## src/rtl/contador_secuencia.sv

```systemverilog
// Programmable-table sequence counter: walks a run-time writable table forward or
// backward over an adjustable active length, with a registered terminal-count pulse.
module contador_secuencia #(
  parameter int WIDTH = 4,
  parameter int DEPTH = 8,
  parameter int IDXW  = 3
) (
  input  logic             C,
  input  logic             NR,
  input  logic             EN,
  input  logic             DIR,
  input  logic             SCLR,
  input  logic [IDXW:0]    LEN,
  input  logic             WE,
  input  logic [IDXW-1:0]  WADDR,
  input  logic [WIDTH-1:0] WDATA,
  output logic [WIDTH-1:0] Q,
  output logic [IDXW-1:0]  IDX,
  output logic             TC
);

  localparam logic [IDXW:0] DEPTHV = (IDXW+1)'(DEPTH);

  logic [DEPTH-1:0][WIDTH-1:0] tbl;
  logic [IDXW:0]               effLen;
  logic [IDXW-1:0]             last;
  logic [IDXW-1:0]             nxtIdx;
  logic                        nxtTc;
  logic                        wrHit;
  logic [WIDTH-1:0]            rdVal;

  always_comb begin
    effLen = ((LEN == '0) || (LEN > DEPTHV)) ? DEPTHV : LEN;
    last   = IDXW'(effLen - 1'b1);
    wrHit  = WE && ({1'b0, WADDR} < DEPTHV);
    nxtIdx = IDX;
    nxtTc  = 1'b0;
    if (SCLR) begin
      nxtIdx = '0;
    end else if (EN) begin
      if (DIR) begin
        if (IDX >= last) begin
          nxtIdx = '0;
          nxtTc  = 1'b1;
        end else begin
          nxtIdx = IDX + 1'b1;
        end
      end else begin
        if (IDX == '0) begin
          nxtIdx = last;
          nxtTc  = 1'b1;
        end else if (IDX > last) begin
          // length shrank under us: clamp without flagging a wrap
          nxtIdx = last;
        end else begin
          nxtIdx = IDX - 1'b1;
        end
      end
    end
    // same-edge write to the selected entry is visible immediately
    rdVal = (wrHit && (WADDR == nxtIdx)) ? WDATA : tbl[nxtIdx];
  end

  always_ff @(posedge C or negedge NR) begin
    if (!NR) begin
      for (int i = 0; i < DEPTH; i++) tbl[i] <= WIDTH'(i);
      IDX <= '0;
      TC  <= 1'b0;
      Q   <= '0;
    end else begin
      if (wrHit) tbl[WADDR] <= WDATA;
      IDX <= nxtIdx;
      TC  <= nxtTc;
      Q   <= rdVal;
    end
  end

endmodule

```

## config.mk

```make
export PLATFORM = sky130hd
export DESIGN_NAME = contador_secuencia
export DESIGN_NICKNAME = d
export VERILOG_FILES = /design/src/rtl/contador_secuencia.sv
export SDC_FILE = /design/constraint.sdc
export NUM_CORES = 1
export LEC_CHECK = 0
export CAP_MARGIN = 20
export CORE_MARGIN = 3
export CORE_UTILIZATION = 40
export CTS_BUF_LIST = sky130_fd_sc_hd__clkbuf_4 sky130_fd_sc_hd__clkbuf_8
export DETAILED_ROUTE_END_ITERATION = 16
export GPL_ROUTABILITY_DRIVEN = 1
export PLACE_DENSITY_LB_ADDON = 0.15
export SLEW_MARGIN = 10
export SYNTH_ARGS = -nofsm -noshare
export SYNTH_HDL_FRONTEND = slang
export SYNTH_SLANG_ARGS = --single-unit
```

## constraint.sdc

```tcl
create_clock -name C -period 7.2 [get_ports C]
set_clock_uncertainty 0.05 [all_clocks]
set_input_delay 1.8 -clock C [delete_from_list [all_inputs] [get_ports C]]
set_output_delay 1.8 -clock C [all_outputs]
set_load 0.02 [all_outputs]
```

# After elaboration in Yosys (flattened, before gate mapping)
# Cells that the tools add are included.
# totals
regBits	40
# op_classes
addsub	3
muxes	18
n_reduce_logical	5
magnitude_cmp	6
eq_ne	1
# ops
op	n
32-bit bitwise mux	1
3-bit two-way mux	7
4-bit binary-select mux with 3-bit select	1
4-bit demux with 3-bit select	1
4-bit two-way mux	3
3-bit by 4-bit < comparator with 1-bit output (second input constant)	2
3-bit by 1-bit subtractor with 3-bit output (second input constant)	2
1-bit two-way mux	5
4-bit greater-than comparator (second input constant)	1
4-bit zero test	1
3-bit by 1-bit adder with 3-bit output (second input constant)	1
3-bit == test	1
3-bit by 1-bit greater-or-equal comparator with 1-bit output (second input constant)	1
3-bit greater-or-equal comparator	1
3-bit greater-than comparator	1
3-bit zero test	1
1-bit logical AND	2
1-bit logical OR	1

# Logic depth before layout (Yosys ltp)
# Gate-level depths: netlist (run 1).
# depth
ltp_word	13
ltp_mapped	14
depth_no_buf	12

# Worst setup path after synthesis (run 1)
# Ideal clock, no wire load.
# synth_path
path_type	input port to flip-flop
startpoint	input port LEN[0]
endpoint	register Q[0]
t_arrival_ps	4315
cell_stages	13
setup_slack_ps	2711
setup_ps	124
path_cell_list	nor2b_1 inv_1 ha_1 xnor2_1 ha_1 and3b_1 nor3_1 a2111o_1 a311oi_1 buf_4 xnor2_1 and3_4 o31ai_2
# synth_via
elab_chain_len	13
word_cells_on_any_way	18
# synth_lines
element	line_no	rtl
start: declaration	13	input logic [IDXW:0] LEN,
4-bit greater-than comparator or 4-bit zero test (tied branches)	33	effLen = ((LEN == '0) || (LEN > DEPTHV)) ? DEPTHV : LEN;
1-bit logical OR	33	
3-bit two-way mux *	33	
3-bit by 1-bit subtractor with 3-bit output *	34	last = IDXW'(effLen - 1'b1);
3-bit greater-than comparator	52	end else if (IDX > last) begin
3-bit two-way mux	52	
3-bit two-way mux	49	if (IDX == '0) begin
3-bit two-way mux *	41	if (DIR) begin
3-bit two-way mux *	40	end else if (EN) begin
3-bit two-way mux *	38	if (SCLR) begin
4-bit binary-select mux with 3-bit select or 3-bit == test (tied branches)	61	rdVal = (wrHit && (WADDR == nxtIdx)) ? WDATA : tbl[nxtIdx];
4-bit two-way mux (implied by the code) or 1-bit logical AND (tied branches)	61	
4-bit two-way mux *	61	
via rdVal[0]	30	logic [WIDTH-1:0] rdVal;
end signal: assignment	74	Q <= rdVal;
end: declaration	17	output logic [WIDTH-1:0] Q,
# The timed path passes the listed nets; every way through them passes the cells marked *. The select of a mux whose other input is x is not followed.
# A chain may end at the register's enable or synchronous reset.

# Worst setup path in the final report (run 1)
# layout_path
startpoint	input port LEN[0]
endpoint	register Q[1]
# The elaborated chain is that of the path after synthesis.

==> results of run 1 <==
-- sequential cells by signal (all words and copies together) (netlist names) --
name,flops
tbl,32
TC,1
Q,4
IDX,3
-- through the flow --
stage / cells / hold slack [ps] / worst slack [ps] / total power (W) / area (um2)
floorplan: 195 / 428.7 / 2711 / 0.0004971 / 2330
global placement: 285 / 439.0 / 1928 / 0.0005792 / 2633
detailed placement: 285 / 446.0 / 1687 / 0.0005902 / 2633
CTS: 293 / 461.8 / 2013 / 0.0007462 / 2730
global route: 293 / 468.8 / 1755 / 0.0007839 / 2730
finish: 293 / 458.1 / 2008 / 0.0007400 / 2730
-- worst register-to-register path: stages (launching register included) --
cell and delay (ps):
dfrtp_1 450, inv_1 150, ha_1 360, nand2b_1 190, a211oi_2 310, a21boi_0 210, a311oi_4 310, buf_4 340
xnor2_1 260, and3_4 300, o31ai_2 80
-- how the worst max path moves through the flow --
stage	startpoint	end	slack, ps
after floorplan	LEN[0]	Q[0]$_DFF_PN0_	2710
after global placement	LEN[0]	Q[1]$_DFF_PN0_	1930
after detailed placement	LEN[0]	Q[1]$_DFF_PN0_	1690
after CTS	LEN[0]	Q[1]$_DFF_PN0_	2010
after global routing	LEN[0]	Q[0]$_DFF_PN0_	1760
final	LEN[0]	Q[1]$_DFF_PN0_	2010
-- cell usage after synthesis (2+ instances only) --
master	instances	area, um2
o31ai_2	4	50.05
nand4_1	7	43.79
and2_1	3	18.77
dfstp_2	12	315.3
clkbuf_1	4	15.01
mux2_2	32	360.4
nand2_1	2	7.510
dfrtp_1	28	700.7
inv_1	5	18.77
nor2b_1	5	31.28
a211oi_1	2	15.01
mux2i_1	17	170.2
xnor2_1	3	26.28
nand3_1	2	10.01
a22o_1	8	70.07
ha_1	7	87.58
nor2_1	8	30.03
o21ai_0	2	10.01
nand4b_1	3	26.28
nand2b_1	7	43.79
nor3b_1	2	15.01
nor3_1	7	35.03
-- final cells by class --
cell class	count	area [um2]	area share, %
clock inverter	1	7.507	0.2750
multi-input combinational	143	1265	46.33
timing repair buffer	25	242.7	8.891
sequential	40	1016	37.21
tap	72	90.09	3.300
clock buffer	7	90.09	3.300
inverter	5	18.77	0.6874
-- placed cells by master (no fill, tap or decap), types with 6 or more instances in the layout --
cell type        synthesis  final
mux2_2                  32     32
mux2i_1                 17     17
nor2_1                   8      8
clkbuf_8                 0      6
nor3_1                   7      7
a22o_1                   8      8
dfstp_2                 12     12
nand4_1                  7      7
clkdlybuf4s50_1          0     23
nand2b_1                 7      7
ha_1                     7      7
dfrtp_1                 28     28
-- layer usage --
layer  up-vias  track usage [%]  share of wire [%]
met5         -                0                  0
met4         0            6.146                1.1
met3         8            3.362                5.1
met2        37            26.28                 48
met1       811            21.80                 46
li1        789                -                  -
-- power by group --
part           switching [W]  total (W)  internal (W)
logic               0.000133   0.000264      0.000131
registers          0.0000308   0.000320      0.000290
clock network      0.0000743   0.000156     0.0000816
total               0.000238   0.000740      0.000502
-- cell families after synthesis --
family	count (synthesis)	synth area share, %
flops	40	43.61
xor+xnor	4	1.504
compound gates	30	11.87
fa+ha+maj	7	3.759
mux	49	22.77
buf+inv	12	2.846
simple gates	53	13.64
==> run summary, run 1 <==
The final period demand of the worst path came out at 5192 ps. The most used flip-flop cell after synthesis is dfrtp_1. The run finished with clean final reports. Setup violations remaining at the end of the flow were counted as 0. The netlist area before placement came out at 0.002330 mm2. In this run the worst hold path is classified as register to register. The share of the Yosys chip area taken by registers is ~44%.

The overall die area came out at 0.006776 mm2. In this run the standard cell core region covers 0.005574 mm2. The static leakage power came out at 1.077 nW. The initial standard-cell utilization of the core came out at 41.80%.

The synthesized instance count is roughly 200. The number of global-route vias before repair is 1646. The initialized floorplan defines 27 standard-cell rows. The via count of the routed design came out at 1645. The cell with the biggest individual delay on the critical path is clkdlybuf4s50_1. After clock tree synthesis, the clock-pin slew on the worst setup and hold paths is 80 ps. The routability congestion estimate from global placement came out at around 0.81. Entering global routing, the biggest net connects 41 pins. The number of hold violations in the final report came out at 0. The detail route stage leaves a number of antenna-violating nets equal to 0. The TritonCTS sink count is 40. The timing-limited maximum frequency came out at ~190 MHz. The iteration count of the initial detailed-routing pass came out at 4. The delay of the slowest critical-path stage is 450 ps.

For the worst-skew pair, the clock arrives at the later sink with an insertion delay of roughly 280 ps. Measured in cells, the most critical reg-to-reg path has a length of 10. The DRC violation count after routing came out at 0. The total number of cells along the worst setup path is 14.

The worst flop-to-flop path endpoint is Q[1]$_DFF_PN0_. Counting the buffers created by CTS gives 5. The signal on the critical path passes through clkdlybuf4s50_1 -> nor2b_1 -> inv_1 -> ha_1 -> xnor2_1 -> ha_1 -> and2_2 -> a211oi_2 -> a21boi_0 -> a311oi_4 -> buf_4 -> xnor2_1 -> and3_4 -> o31ai_2. STA classifies the critical path endpoint as a register. The type of element launching the critical path is a primary input. The width of the chip came out at 82.32 um. The initial antenna violation count is 0.

Data arrives at the worst endpoint at 5320 ps. The buffers plus inverters on the worst setup path is 3. For hold timing, the worst endpoint is tbl[3]$_DFFE_PN0P_. The synthesized flop and latch total came out at 40.

The placed wire-length estimate after detailed placement is 3934 um. The max-slew headroom at the worst pin came out at 42.84%. The highest ir drop seen on vdd came out at around 0.13 mV.

The post-route core utilization is 48.98%. The number of warnings reported in the yosys synthesis log came out at 0. For this run the aggregate overflow at the end of global routing stands at 0. For this design the ratio of total power to cell area is 271.0 mW/mm2. The average wire per cell in the routed design came out at about 18 um. Among cell families on the critical path, the largest total delay comes from compound AO/OA/AOI/OAI gates. The setup path with the least slack is of type primary input to register. The global-route usage over all layers is 16.41%. The data required time at the worst endpoint is between 7000 and 8000 ps. The netlist uses 47 different library cells. The part of the cycle the worst path needs is 72.12%. The post-cts resize count came out at 0. The tool flagged a number of max-cap violations equal to 0. The clock tree root buffer cell is clkbuf_8. Hold repair after CTS inserted 0 buffers. For the pin with the worst max-slew slack, the measured transition is 857.4 ps.

The TritonCTS clock tree is built. The number of port buffers came out at 24. The number of ports placed on the die boundary is 25. The synthesized area per cell came out at 11.95 um2. The first global-routing pass estimated 8224 um of wire. The startpoint identified for the worst hold timing path is tbl[3]$_DFFE_PN0P_. The growth of design area from synthesis to finish is 17.19%.

The maximum fanout along the worst path is 18. The via count normalized by instance count came out at 5.614. The die span in y came out at 82.32 um. The post-CTS setup-driven buffer insertion count came out at 0. The H-tree depth is 2. The startpoint identified for the worst register-to-register timing path is IDX[0]$_DFF_PN0_.

The count of nets after finishing came out at roughly 240. The maximum count of clock buffers along a single path came out at 2. Setup repair after global routing left no endpoint under its margin. The final max-slew violation count came out at 0. The cell depth of the worst hold path came out at 1. Of all flip-flops after synthesis, the portion carrying an async set or reset was 100.0%. The net count after synthesis is 219. The number of antenna diodes in the final layout is 0.

The count of flip-flops with a built-in enable after synthesis is 0. The filler cell count in the final layout came out at about 500. The initial DRC count came out at 62. The minimum setup slack among reg-to-reg paths is about 4100 ps. The share of post-route cells with drive strength above 1 is 28.96%. Adding up every negative setup slack in the final design gives 0 ps. The wire length after detailed routing came out at 5131 um.
Note: power is estimated with default switching activity, not from simulation.
==> run 2, diff against run 1 <==
==> constraint.sdc (replaced) <==
create_clock -name C -period 4.9 [get_ports C]
set_clock_uncertainty 0.05 [all_clocks]
set_input_delay 1.225 -clock C [delete_from_list [all_inputs] [get_ports C]]
set_output_delay 1.225 -clock C [all_outputs]
set_load 0.02 [all_outputs]
==> run 2 against run 1 <==
  * Via count fell by 0.73%
  * Highest routed layer unchanged
  * Largest power group unchanged
  * Combinational power rose by 48%
  * Sequential cell count did not move
  * Clock power rose by 50%
==> run summary, run 2 (synthesis results as in run 1) <==
The growth of design area from synthesis to finish is 17.72% (was 17.19%). The data arrival at the endpoint of the critical path came out at 4730 ps (was 5320 ps). The clock input transition at the sequential cells of the worst setup and hold paths came out at 70 ps (was 80 ps). The worst min-delay path class is register to register (unchanged).

After layout, the minimum clock period comes to ~4600 ps. The worst flop-to-flop path endpoint is Q[2]$_DFF_PN0_ (was Q[1]$_DFF_PN0_). The wire length of the first global-routing pass is 8528 um (was 8224 um). The cell with the biggest individual delay on the critical path is clkdlybuf4s50_1 (unchanged). The number of ports placed on the die boundary came to 25 (unchanged). The die span in y is 82.32 um (unchanged).

The width of the chip is 82.32 um (unchanged). RSZ-0062 raised after global routing: false (unchanged). The ratio of total power to cell area is 400.0 mW/mm2 (was 271.0 mW/mm2). The TritonCTS sink count is 40 (unchanged). The global-route usage over all layers came to 16.69% (was 16.41%). The number of port buffers was 24 (unchanged). The total of max-cap violations is 0 (unchanged). The initial antenna violation count is 0 (unchanged). The start point of the worst hold path was tbl[0]$_DFFE_PN0P_ (was tbl[3]$_DFFE_PN0P_).

The leading cell type in the layout, fill and taps excluded is mux2_2 (unchanged). The clock tree root buffer cell was clkbuf_8 (unchanged). The cell depth of the worst hold path came out at 1 (unchanged). The post-CTS setup-driven buffer insertion count came out at 0 (unchanged). The register ranked first by flip-flop count is tbl (unchanged). The maximum fanout along the worst path came out at 18 (unchanged). The timing-limited maximum frequency came out at 217.1 MHz.

The DRC violation count after routing came out at 0 (unchanged). The final sum of negative setup slack is 0 ps (unchanged). The number of placed cells counting well taps was 285 (unchanged). The number of cell rows is 27 (unchanged). The H-tree depth is 2 (unchanged).

The post-cts resize count is 0 (unchanged). The number of hold violations in the final report came to 0 (unchanged). The iteration count of the initial detailed-routing pass was 4 (unchanged). The share of total power in combinational logic is 35.7% (was 35.6%). The routability congestion estimate from global placement came out at 1.020 (was 0.8124). The delay of the slowest critical-path stage is 440 ps (was 450 ps).

The initial DRC count came out at 54 (was 62). Status: finished clean (unchanged). The maximum number of pins on one net before global-route repair is 41 (unchanged). Cell breakdown of the critical path: clkdlybuf4s50_1 -> nor2b_1 -> inv_1 -> ha_1 -> xnor2_1 -> ha_1 -> and2_2 -> a211oi_2 -> a21boi_0 -> a311oi_4 -> buf_12 -> xnor2_1 -> and3_4 -> o31ai_2 (was clkdlybuf4s50_1 -> nor2b_1 -> inv_1 -> ha_1 -> xnor2_1 -> ha_1 -> and2_2 -> a211oi_2 -> a21boi_0 -> a311oi_4 -> buf_4 -> xnor2_1 -> and3_4 -> o31ai_2). The post-route non-filler standard cell count was 293 (unchanged). Most used cells in the layout excluding fill and tap cells: 32 x mux2_2, 28 x dfrtp_1, 23 x clkdlybuf4s50_1, 17 x mux2i_1, 12 x dfstp_2 (unchanged). The post-route core utilization is 49.20% (was 48.98%). The kind of end point of the critical path is a register (unchanged). The destination of the worst hold path was tbl[0]$_DFFE_PN0P_ (was tbl[3]$_DFFE_PN0P_). The part of the cycle the worst path needs is between 90% and 100%. The max-slew headroom at the worst pin was 43.27% (was 42.84%). The final critical-path setup slack came to 292.9 ps (was 2008 ps).

The placed wire-length estimate after detailed placement came out at 3857 um (was 3934 um). The critical setup path kind is primary input to register (unchanged). The count of nets after finishing came out at 244 (unchanged). The number of flip-flops under the largest register name was 32 (unchanged).

The sequential power share is 43.0% (was 43.3%). The maximum count of clock buffers along a single path was 2 (unchanged). The total overflow reported by the global router came out at 0 (unchanged). The switching power total is 0.0003504 W (was 0.0002378 W). The cell depth of the worst flop-to-flop path is 10 (unchanged). The final count of negative-setup-slack endpoints came to 0 (unchanged).

The tightest hold margin is 461.1 ps (was 458.1 ps). The minimum setup slack among reg-to-reg paths is 1830 ps (was 4070 ps). The number of global-route vias before repair came to 1750 (was 1646). The proportion of total power due to net switching came to 31.94% (was 32.14%).

The static leakage power is 1.085 nW (was 1.077 nW). The via count normalized by instance count is 5.573 (was 5.614). The launch instance of the worst register-to-register path is IDX[0]$_DFF_PN0_ (unchanged).

The TritonCTS clock tree is built (unchanged). The overall die area was 0.006776 mm2 (unchanged). The type of element launching the critical path is a primary input (unchanged).

The highest ir drop seen on vdd is 0.1991 mV (was 0.1304 mV). The data required time at the worst endpoint came out at 5020 ps (was 7320 ps). Largest registers: tbl (32), Q (4), IDX (3) (unchanged). The via count of the routed design is 1633 (was 1645). The average wire per cell in the routed design is 17.91 um (was 17.51 um).

The final max-slew violation count is 0 (unchanged). The TritonCTS buffer count came out at 5 (unchanged). The pre-CTS worst setup slack is -5.492 ps (was 1687 ps). The placeable core region came out at 0.005574 mm2 (unchanged). The internal cell power is 0.0007466 W (was 0.0005022 W). The initial standard-cell utilization of the core came out at 41.80% (unchanged).

The first element of the critical path is LEN[0] (unchanged). The share of total power in the clock network came out at 21.4% (was 21.1%). The clock latency on the worst-skew pair came to 280 ps (about the same).

The transition at the pin with the smallest max-transition slack is 850.9 ps (was 857.4 ps). The cts-stage hold buffer count is 0 (unchanged). The final antenna-violating net count is 0 (unchanged). The share of post-route cells with drive strength above 1 was 28.96% (unchanged). The wire length after detailed routing came out at 5248 um (was 5131 um). The number of antenna cells inserted was 0 (unchanged).
-- run 2: changes by cell type in the layout (fill, tap and decap cells not counted), sizes merged --
cell / previous run / this run
clkbuf: 7 / 8
clkinvlp: 1 / 0
-- run 2: worst max-delay path, delay by kind of cell --
kind	cells	cell delay, ps
buffers and inverters	3	770
adders and majority gates	2	500
AOI/OAI and AO/OA	4	1010
xor gates and xnor gates	2	450
and+or+nand+nor	3	760
-- run 2: worst max path at each step --
| stage | endpoint | slack, ps | cells past startpoint |
|---|---|---|---|
| after floorplan | Q[0]$_DFF_PN0_ | 990 | 13 |
| after global placement | Q[0]$_DFF_PN0_ | 240 | 13 |
| after detailed placement | Q[2]$_DFF_PN0_ | -5 | 14 |
| after CTS | Q[2]$_DFF_PN0_ | 280 | 14 |
| after global routing | Q[2]$_DFF_PN0_ | 80 | 14 |
| final | Q[2]$_DFF_PN0_ | 290 | 14 |
-- run 2: per-stage QoR --
stage	power, W	cell area [um2]
global route	0.001166	2743
floorplan	0.0007305	2330
detailed placement	0.0008692	2645
CTS	0.001106	2743
finish	0.001097	2743
global placement	0.0008573	2645
-- run 2: layer usage --
metal / part of all wire [%] / wire (um) / vias up / track usage, %
li1: - / - / 785 / -
met3: 4.7 / 246 / 11 / 3.579
met2: 46 / 2414 / 48 / 25.96
met4: 1.9 / 101 / 0 / 5.316
met1: 47 / 2486 / 789 / 23.11
met5: 0 / 0 / - / 0
-- run 2: final cells by class --
cell class                      count  area, um2
Fill cell                         518       2831
Multi-Input combinational cell    143       1265
Sequential cell                    40       1016
Timing Repair Buffer               25      255.2
Clock buffer                        8      97.59
Tap cell                           72      90.09
Inverter                            5      18.77
-- run 2: power by group through the flow --
| stage | clock (W) | combinational, W | sequential [W] |
|---|---|---|---|
| 5_1_grt | 0.000257 | 0.000427 | 0.000482 |
| 4_1_cts | 0.000241 | 0.000394 | 0.000471 |
| 2_1_floorplan | 0 | 0.000240 | 0.000490 |
| 3_3_place_gp | 0 | 0.000380 | 0.000477 |
| 6_report | 0.000234 | 0.000391 | 0.000472 |
| 3_5_place_dp | 0 | 0.000392 | 0.000478 |
==> run 3, diff against run 2 <==
--- a/config.mk
+++ b/config.mk
@@ -12,7 +12,6 @@
 export DETAILED_ROUTE_END_ITERATION = 16
 export GPL_ROUTABILITY_DRIVEN = 1
 export PLACE_DENSITY_LB_ADDON = 0.15
-export SLEW_MARGIN = 10
 export SYNTH_ARGS = -nofsm -noshare
 export SYNTH_HDL_FRONTEND = slang
 export SYNTH_SLANG_ARGS = --single-unit
==> results of run 3 <==
Final layout, timing and power as in run 2 (identical DEF).
==> RTL change 1: new RTL, settings of run 3 <==
Set the parameter `IDXW` to 4 (it was 3).
--- a/src/rtl/contador_secuencia.sv
+++ b/src/rtl/contador_secuencia.sv
@@ -5,3 +5,3 @@
   parameter int DEPTH = 8,
-  parameter int IDXW  = 3
+  parameter int IDXW  = 4
 ) (
Interface: changed (resized IDX, LEN and WADDR); port bits go from 25 to 28. No check against the original RTL was run, so the function may have changed too.
==> RTL change 1 against run 3 <==
- setup slack lost 0.021 ns
- synthesized area is 1.3% higher
- power increased by 8.7%
- first-iteration DRC count rose by 7.4%
- sequential cell count up 1
- routed wire length shrank 5.4%
- hold slack lost 0.0025 ns
- count of clock-buffer cells in the layout shrank 1
- non-clock buffer count rose by 10
- design area is 5.6% higher
- largest power group unchanged
==> RTL change 1: results (changes against run 3) <==
setup_path:
  crit_path_max_incr_delay_ns: 0.50  # +0.06 ns
  slowest_stage: "or4b_1"
  r2r_cells: 12  # +2
  path_max_fanout: 4  # -14
  cp.arrival_ns: 4.76  # +0.03 ns
placement:
  dpl_cell_area_mm2: 0.00278  # +4.9%
  post-place-ws_ns: -0.0577  # -0.0522 ns
  gp_congestion: 0.897  # -12%
  io_buffers: 27  # +13%
  dp_cells: 304  # +6.7%
  dp_hpwl_um: 3710  # -3.8%
global_route:
  grt_pass1_vias: 1771  # +1.2%
  grt_use_met3_pct: 4.27  # +0.69 points
  grt_util_met2_pct: 25.6  # -0.38 points
  grt.total_usage_pct: 15.4  # -1.3 points
  grt_pass1_wl_um: 8570  # +0.48%
  met1_usage_pct: 19.2  # -3.9 points
  grt_max_degree: 42  # +2.4%
finish:
  nNetsFinal: 265  # +8.6%
  reg_top3: "tbl: 32 flops, IDX: 4 flops, Q: 4 flops"
  drive_above_1_share_pct: 30.8  # +1.9 points
sta:
  timing.slew.headroom_pct: 36.2  # -7.1 points
power_and_ir_drop:
  p_leak_nw: 1.25  # +15%
  p_sw_mw: 0.351  # about the same
  irDropWorstVdd_mv: 0.216  # +8.4%
drt:
  totalWireLength_um: 4960  # -5.4%
  post_drt_wl_per_cell_um: 15.9  # -11%
  dr_wl_met2_um: 2400  # -0.66%
  initialDrtViolationCount: 58  # +7.4%
  wl_met1_um: 2270  # -8.8%
  vias_per_cell: 5.43  # -2.5%
  postRouteAntennaNets: 0  # unchanged
  route.met3.wl_um: 199  # -19%
status:
  status: "finished clean"
logic_synthesis:
  synthesis.nets: 227  # +3.7%
  ys.flop_type: "dfrtp_1"
  synth-xor-area-share_pct: 1.85  # +0.35 points
  ys_seq_area_share_pct: 44.1  # +0.48 points
  synthMuxAreaShare_pct: 29.7  # +7.0 points
  ys_types: 41  # -13%
  avgSynthCellArea_um2: 11.7  # -1.7%
  synth_fa_ha_area_share_pct: 3.71  # -0.050 points
  synth.top_cells.by_area: "dfrtp_1 (31%), mux2_2 (19%), dfstp_2 (13%)"
  synth_compound_area_share_pct: 7.42  # -4.4 points
  yosys-top-cells-count: "mux2_2 (40), dfrtp_1 (29), mux2i_1 (24)"
clocking:
  ctsResizeCount: 0  # unchanged
-- RTL change 1: changes by cell type after synthesis, sizes merged, moves of 4 or more --
cell	change
o31ai	-5
nand4	-6
mux2i	+7
a21oi	+5
o21ai	+6
a22o	-8
nand2b	-4
mux2	+9
nand2	+7
-- RTL change 1: path summary, 6_finish.rpt --
path,start,end,slack (ns)
max in group asynchronous,NR,tbl[23],3.20
min,tbl[15],tbl[15],0.46
max reg2reg,IDX[0],Q[0],1.40
min reg2reg,tbl[15],tbl[15],0.46
min in group asynchronous,NR,IDX[0],1.02
max,LEN[4],Q[0],0.27
-- RTL change 1: area by class of cell --
type / count / area (µm²)
tap: 72 / 90.1
timing repair buffer: 35 / 338
sequential: 41 / 1040
clock inverter: 1 / 30.0
clock buffer: 7 / 90.1
fill: 497 / 2710
multi-input combinational: 149 / 1270
inverter: 7 / 40.0
-- RTL change 1: critical path: cells and delay by family --
kind / cells / cell delay [ns]
AND/OR/NAND/NOR: 5 / 1.15
buffers and inverters: 3 / 0.74
adder cells (fa/ha/maj): 2 / 0.63
AO/OA/AOI/OAI: 3 / 0.55
multiplexers: 1 / 0.33
XOR/XNOR: 1 / 0.13
-- RTL change 1: power groups by stage --
| stage | registers (mW) | clock network, mW | logic [mW] |
|---|---|---|---|
| 2_1_floorplan | 0.509 | 0 | 0.260 |
| 3_3_place_gp | 0.496 | 0 | 0.419 |
| 3_5_place_dp | 0.496 | 0 | 0.424 |
| 4_1_cts | 0.491 | 0.294 | 0.425 |
| 5_1_grt | 0.502 | 0.309 | 0.460 |
| 6_report | 0.490 | 0.284 | 0.419 |
